==> config.mk <==
export PLATFORM = sky130hd
export DESIGN_NAME = spi_master_ctrl
export DESIGN_NICKNAME = d
export VERILOG_FILES = /design/src/rtl/spi_master_ctrl.sv
export SDC_FILE = /design/constraint.sdc
export NUM_CORES = 1
export LEC_CHECK = 0
export CORE_AREA = 5 5 105 117
export DETAILED_ROUTE_END_ITERATION = 8
export DIE_AREA = 0 0 110 122
export PLACE_DENSITY = 0.73
export REMOVE_ABC_BUFFERS = 1
export SLEW_MARGIN = 20
export SYNTH_ARGS = -nofsm -noshare
export SYNTH_HDL_FRONTEND = slang
export SYNTH_SLANG_ARGS = --single-unit
==> constraint.sdc <==
create_clock -name clk_i -period 2.12 [get_ports clk_i]
set_input_delay 0.424 -clock clk_i [delete_from_list [all_inputs] [get_ports clk_i]]
set_output_delay 0.424 -clock clk_i [all_outputs]
set_load 0.01 [all_outputs]
==> src/rtl/spi_master_ctrl.sv <==
// SPI mode-0 master control engine: runs byte transfers requested by the control register.
// Optional macro SPI_LOOPBACK_EN: shift-in path samples internal MOSI instead of miso_i.
module spi_master_ctrl #(
   parameter int unsigned CLK_DIV = 2,
   parameter int unsigned ADDR_W  = 9
) (
   input  logic              clk_i,
   input  logic              rst,
   input  logic [31:0]       ctrl_i,
   output logic [31:0]       ctrl_o,
   output logic              ctrl_wr_o,
   output logic [ADDR_W-1:0] tx_addr_o,
   input  logic [7:0]        tx_data_i,
   output logic [ADDR_W-1:0] rx_addr_o,
   output logic [7:0]        rx_data_o,
   output logic              rx_we_o,
   output logic              sclk_o,
   output logic              mosi_o,
   input  logic              miso_i,
   output logic              cs_n_o,
   output logic              busy_o
);

   localparam int unsigned DIV_W = (CLK_DIV > 1) ? $clog2(CLK_DIV) : 1;
   localparam logic [DIV_W-1:0] DIV_LAST = DIV_W'(CLK_DIV - 1);

   typedef enum logic [2:0] {S_IDLE, S_LOAD, S_SHIFT, S_STORE, S_DONE, S_WAIT} state_t;

   state_t            r_state, w_state_nxt;
   logic [ADDR_W-1:0] r_idx, w_idx_nxt;
   logic [ADDR_W-1:0] r_n_end, w_n_end_nxt;
   logic              r_all1, w_all1_nxt;
   logic              r_all0, w_all0_nxt;
   logic [DIV_W-1:0]  r_div, w_div_nxt;
   logic [3:0]        r_ph, w_ph_nxt;
   logic [7:0]        r_tx, w_tx_nxt;
   logic [7:0]        r_rx, w_rx_nxt;
   logic              r_sclk, w_sclk_nxt;
   logic              r_mosi, w_mosi_nxt;
   logic              r_cs_n, w_cs_n_nxt;
   logic              r_busy, w_busy_nxt;
   logic              r_ctrl_wr, w_ctrl_wr_nxt;
   logic [31:0]       r_ctrl, w_ctrl_nxt;
   logic              r_rx_we, w_rx_we_nxt;
   logic [ADDR_W-1:0] r_rx_addr, w_rx_addr_nxt;
   logic [7:0]        r_rx_data, w_rx_data_nxt;
   logic [ADDR_W-1:0] r_tx_addr, w_tx_addr_nxt;

   logic [7:0]        w_tx_byte;
   logic              w_mosi_bit;
   logic              w_in_bit;

   // ALL_1S has priority over ALL_0S
   assign w_tx_byte  = r_all1 ? 8'hFF : (r_all0 ? 8'h00 : tx_data_i);
   // bit on the wire this cycle; first SHIFT cycle still carries the freshly read byte
   assign w_mosi_bit = (r_ph == 4'd0 && r_div == '0) ? w_tx_byte[7] : r_mosi;

`ifdef SPI_LOOPBACK_EN
   logic w_unused_miso;
   assign w_unused_miso = miso_i;
   assign w_in_bit      = w_mosi_bit;
`else
   assign w_in_bit      = miso_i;
`endif

   always_ff @(posedge clk_i) begin
      if (!rst) begin
         r_state   <= S_IDLE;
         r_idx     <= '0;
         r_n_end   <= '0;
         r_all1    <= 1'b0;
         r_all0    <= 1'b0;
         r_div     <= '0;
         r_ph      <= '0;
         r_tx      <= '0;
         r_rx      <= '0;
         r_sclk    <= 1'b0;
         r_mosi    <= 1'b0;
         r_cs_n    <= 1'b1;
         r_busy    <= 1'b0;
         r_ctrl_wr <= 1'b0;
         r_ctrl    <= '0;
         r_rx_we   <= 1'b0;
         r_rx_addr <= '0;
         r_rx_data <= '0;
         r_tx_addr <= '0;
      end else begin
         r_state   <= w_state_nxt;
         r_idx     <= w_idx_nxt;
         r_n_end   <= w_n_end_nxt;
         r_all1    <= w_all1_nxt;
         r_all0    <= w_all0_nxt;
         r_div     <= w_div_nxt;
         r_ph      <= w_ph_nxt;
         r_tx      <= w_tx_nxt;
         r_rx      <= w_rx_nxt;
         r_sclk    <= w_sclk_nxt;
         r_mosi    <= w_mosi_nxt;
         r_cs_n    <= w_cs_n_nxt;
         r_busy    <= w_busy_nxt;
         r_ctrl_wr <= w_ctrl_wr_nxt;
         r_ctrl    <= w_ctrl_nxt;
         r_rx_we   <= w_rx_we_nxt;
         r_rx_addr <= w_rx_addr_nxt;
         r_rx_data <= w_rx_data_nxt;
         r_tx_addr <= w_tx_addr_nxt;
      end
   end

   always_comb begin
      w_state_nxt   = r_state;
      w_idx_nxt     = r_idx;
      w_n_end_nxt   = r_n_end;
      w_all1_nxt    = r_all1;
      w_all0_nxt    = r_all0;
      w_div_nxt     = r_div;
      w_ph_nxt      = r_ph;
      w_tx_nxt      = r_tx;
      w_rx_nxt      = r_rx;
      w_mosi_nxt    = r_mosi;
      w_ctrl_wr_nxt = 1'b0;
      w_ctrl_nxt    = r_ctrl;
      w_rx_we_nxt   = 1'b0;
      w_rx_addr_nxt = r_rx_addr;
      w_rx_data_nxt = r_rx_data;
      w_tx_addr_nxt = r_tx_addr;

      case (r_state)
         S_IDLE: begin
            w_idx_nxt = '0;
            if (ctrl_i[0]) begin
               w_n_end_nxt   = ADDR_W'(ctrl_i[12:4]);
               w_all1_nxt    = ctrl_i[2];
               w_all0_nxt    = ctrl_i[3];
               w_tx_addr_nxt = '0;
               w_state_nxt   = S_LOAD;
            end
         end
         S_LOAD: begin
            w_div_nxt   = '0;
            w_ph_nxt    = '0;
            w_state_nxt = S_SHIFT;
         end
         S_SHIFT: begin
            if (r_ph == 4'd0 && r_div == '0) begin
               w_tx_nxt   = w_tx_byte;
               w_mosi_nxt = w_tx_byte[7];
            end
            // even phases are SCLK low, odd phases SCLK high
            if (r_div == DIV_LAST) begin
               w_div_nxt = '0;
               if (!r_ph[0]) begin
                  w_rx_nxt = {r_rx[6:0], w_in_bit};
               end else if (r_ph != 4'd15) begin
                  w_tx_nxt   = {r_tx[6:0], 1'b0};
                  w_mosi_nxt = r_tx[6];
               end
               if (r_ph == 4'd15) begin
                  w_rx_we_nxt   = 1'b1;
                  w_rx_addr_nxt = r_idx;
                  w_rx_data_nxt = r_rx;
                  w_ctrl_wr_nxt = 1'b1;
                  w_ctrl_nxt    = {ctrl_i[31:26], 10'(r_idx) + 10'd1, ctrl_i[15:0]};
                  w_state_nxt   = S_STORE;
               end else begin
                  w_ph_nxt = r_ph + 4'd1;
               end
            end else begin
               w_div_nxt = r_div + DIV_W'(1);
            end
         end
         S_STORE: begin
            if (r_idx == r_n_end) begin
               w_ctrl_wr_nxt = 1'b1;
               w_ctrl_nxt    = {ctrl_i[31:26], 10'(r_n_end) + 10'd1, ctrl_i[15:1], 1'b0};
               w_state_nxt   = S_DONE;
            end else begin
               w_idx_nxt     = r_idx + ADDR_W'(1);
               w_tx_addr_nxt = r_idx + ADDR_W'(1);
               w_state_nxt   = S_LOAD;
            end
         end
         S_DONE: w_state_nxt = S_WAIT;
         S_WAIT: begin
            w_idx_nxt   = '0;
            w_state_nxt = S_IDLE;
         end
         default: w_state_nxt = S_IDLE;
      endcase

      w_sclk_nxt = (w_state_nxt == S_SHIFT) ? w_ph_nxt[0] : 1'b0;
      w_busy_nxt = (w_state_nxt != S_IDLE) && (w_state_nxt != S_WAIT);
      case (w_state_nxt)
         S_LOAD, S_SHIFT, S_STORE, S_DONE: w_cs_n_nxt = 1'b0;
         S_IDLE:                           w_cs_n_nxt = ~ctrl_i[1];
         default:                          w_cs_n_nxt = 1'b1;
      endcase
   end

   assign ctrl_o    = r_ctrl;
   assign ctrl_wr_o = r_ctrl_wr;
   assign tx_addr_o = r_tx_addr;
   assign rx_addr_o = r_rx_addr;
   assign rx_data_o = r_rx_data;
   assign rx_we_o   = r_rx_we;
   assign sclk_o    = r_sclk;
   assign mosi_o    = r_mosi;
   assign cs_n_o    = r_cs_n;
   assign busy_o    = r_busy;

endmodule

==> results by group <==
Yosys
  • Synth top area cells: dfxtp_1 (43%), nand2_1 (11%), a21oi_1 (6.0%), mux2i_1 (5.1%), o21ai_0 (3.1%)
  • Count leader, synth: nand2_1
  • Post-synth EDFFs: 0
  • Post-synth top cells: nand2_1 (141), dfxtp_1 (107), a21oi_1 (59), o21ai_0 (31), nor2_1 (30)
  • Post-Synthesis Cells: 601
  • Top cell type's share of synthesized area: 43.4%
  • Seq/Total Area, Yosys: 43.4%
  • Mean Syn Cell Area: 8.20 um2
  • Ys async rst share: 0%
  • XOR/XNOR Fraction of Synth Area: 4.26%
  • Post-synthesis adder-cell area fraction: 1.01%
  • Yosys warns: 0
  • Mux cell area share after synthesis: 5.76%
  • Compound-Gate Fraction of Synth Area: 16.2%
  • Ys flop type: dfxtp_1
  • Synth Register Bits: 107
  • Cell taking the most area after synthesis: dfxtp_1
  • Synth unique cells: 59
  • Post-Syn Area: 0.00493 mm2
  • Largest family of logic cells by synthesized area: simple AND/OR/NAND/NOR gates
  • Post-Synth Simple-Gate Area: 22.4%

Global route
  • Total congestion overflow: 0
  • Vias in the first global route: 4,408
  • Gr usage total: 19.0%
  • First-pass GRT wire length: 20.6 mm
  • Largest net degree at the start of global routing: 63
  • Initial antenna violation count: 0

Route
  • Residual DRC: 0
  • DR pass1 iterations: 4
  • Met2 WL post-DR: 5.78 mm
  • Vias per std cell: 5.21
  • Routed wl met3: 681 um
  • Top Layer Used: met4
  • DR WL/cell: 14.4 um
  • Total Wirelength: 12.2 mm
  • Initial DRC count: 277
  • Via Count: 4,426
  • WL met1: 5.48 mm
  • Routed Antenna Nets: 0

Clocking
  • CTS tree: done
  • Root Driver: clkbuf_16
  • CTS Buffer Depth: 2
  • # H-tree levels: 3
  • Clock latency on the worst-skew pair: 350 ps
  • Hold buffers post-CTS: 0
  • Worst-path clk slew: 70 ps
  • Num CTS Buffers: 9
  • Clk sink count: 107

Power
  • Leak pwr: 2.52 nW
  • Clk pwr share: 40.6%
  • Power per cell area: 677 mW/mm2
  • Internal power: 0.00332 W
  • Psw: 0.00105 W
  • Power Total: 0.00437 W
  • VDD IR max: 463 uV
  • Sequential Power Share: 47.9%
  • Net Sw Frac: 24.0%
  • Comb pwr share: 11.5%

Critical path
  • Crit Path Class: reg2reg
  • Critical Path, Cell by Cell: buf_4, ha_1, nand3_2, nor2_2, nor2_4, mux2i_1
  • Slowest CP cell: nor2_4
  • Critical path buffers and inverters: 1
  • Crit start category: flop
  • Arr. time, crit path: 2260 ps
  • R2R Setup Slk: 130 ps
  • Critical path capture point type: flop
  • Worst stage delay on the critical path: 640 ps
  • CP delay by family, top: simple AND/OR/NAND/NOR gates
  • Max Fanout on Critical Path: 23
  • Worst Path Required: 2390 ps

Die
  • Die height: 122 um
  • Effective utilization at floorplan: 44.3%
  • Num ports: 107
  • Core Region: 0.0111 mm2
  • Die area: 0.0134 mm2
  • Die W: 110 um
  • FP Rows: 41

STA
  • Unrepaired setup endpoints after global routing: true
  • Worst clock skew: 3.80 ps
  • Relative slew slack: 43.6%
  • Hold_ws: 456 ps
  • Crit path time final: 1990 ps
  • Fmax: 503 MHz
  • Fin crit share: 93.8%
  • Pins Over Slew Limit: 0
  • Worst Max-Slew Pin Slew: 843 ps
  • Fin. Hold Viols: 0
  • Setup WS post-layout: 131 ps
  • Final setup violating endpoints: 0

Run
  • Maxcap violations: 0

Placed design
  • Worst slack, placed: 29.7 ps
  • Port bufs: 96
  • Final RePlAce weighted congestion: 0.842
  • Dpl hpwl: 8.80 mm

Worst hold path
  • HP Class: reg2reg

Finish
  • Net count, final: 743
  • Syn-to-layout area delta: 30.7%
  • Ant. Diodes: 0
  • Layout cells sized above 1: 10.9%

Status
  • Outcome: finished, final reports clean
[tightest hold or removal path, delay by kind of cell (launching register included)]
family	cells	cell delay (ps)
flops	1	310
compound gates	1	50
simple gates	1	50
[flip-flops by register name, indices dropped and copies added (netlist names), 3 cells and up]
signal     flops
ctrl_o        32
r_idx          9
r_n_end        9
r_ph           4
r_rx           8
r_state        3
r_tx           7
rx_addr_o      9
rx_data_o      8
tx_addr_o      9
[what timing repair did]
item	CTS	global route
buffers inserted	0	0
setup endpoints to repair	0	30
gates resized for setup	0	7
[power groups by stage]
stage	clock network [W]	logic, W	registers [W]
floorplan	0	0.000239	0.00216
global placement	0	0.000482	0.00213
detailed placement	0	0.000495	0.00214
CTS	0.00181	0.000498	0.00209
global route	0.00189	0.000548	0.00210
finish	0.00177	0.000501	0.00209
[placed cells by master (no fill, tap or decap), types with 3 or more instances in the layout]
cell / count
a222oi_1: 6
nand3b_1: 4
nor3_1: 10
ha_1: 3
nor2_1: 29
a211o_1: 6
mux2i_1: 25
clkdlybuf4s50_1: 95
dfxtp_1: 106
o211ai_1: 5
clkinvlp_4: 3
o21ai_0: 31
and2_1: 3
xor2_1: 15
nand3_1: 23
a21oi_1: 59
mux2_2: 3
nand2_1: 141
nand2b_1: 3
buf_4: 38
a21o_1: 7
nand4_1: 7
inv_1: 10
clkbuf_16: 9
xnor2_1: 9
[kinds of logic (layout without fill, tap and decap cells)]
group / count (synthesis) / in the layout
buf+inv: 63 / 162
compound gates: 132 / 132
xor+xnor: 24 / 24
mux: 28 / 28
flops: 107 / 107
fa+ha+maj: 4 / 4
simple gates: 243 / 243
[per-stage QoR]
stage               util (%)  setup TNS (ps)  area [um2]  instances
finish                  57.9               0        6440        850
global route            57.9           -32.1        6440        850
global placement        54.8               0        6100        835
floorplan                  -          -14230        4640        550
detailed placement      54.8               0        6100        835
CTS                     57.6               0        6410        850
[metal layers]
layer | vias up | global-route usage, %
met3 | 21 | 4.03
met2 | 107 | 31.3
met1 | 2047 | 24.2
met5 | - | 0
li1 | 2251 | -
met4 | 0 | 7.25
[worst paths after layout]
check | end | cells past startpoint | start
min | rx_addr_o[7] | 2 | rx_addr_o[7]
max | ctrl_o[17] | 6 | r_ph[0]
max reg2reg | ctrl_o[17] | 6 | r_ph[0]
min reg2reg | rx_addr_o[7] | 2 | rx_addr_o[7]
[layout make-up]
| cell class | instances | area, um2 |
|---|---|---|
| Fill cell | 1032 | 4690 |
| Multi-Input combinational cell | 431 | 2490 |
| Sequential cell | 107 | 2140 |
| Timing Repair Buffer | 135 | 1260 |
| Clock buffer | 9 | 225 |
| Tap cell | 150 | 188 |
| Clock inverter | 6 | 91.3 |
| Inverter | 12 | 45.0 |
Power figures use the tool's default switching activity.
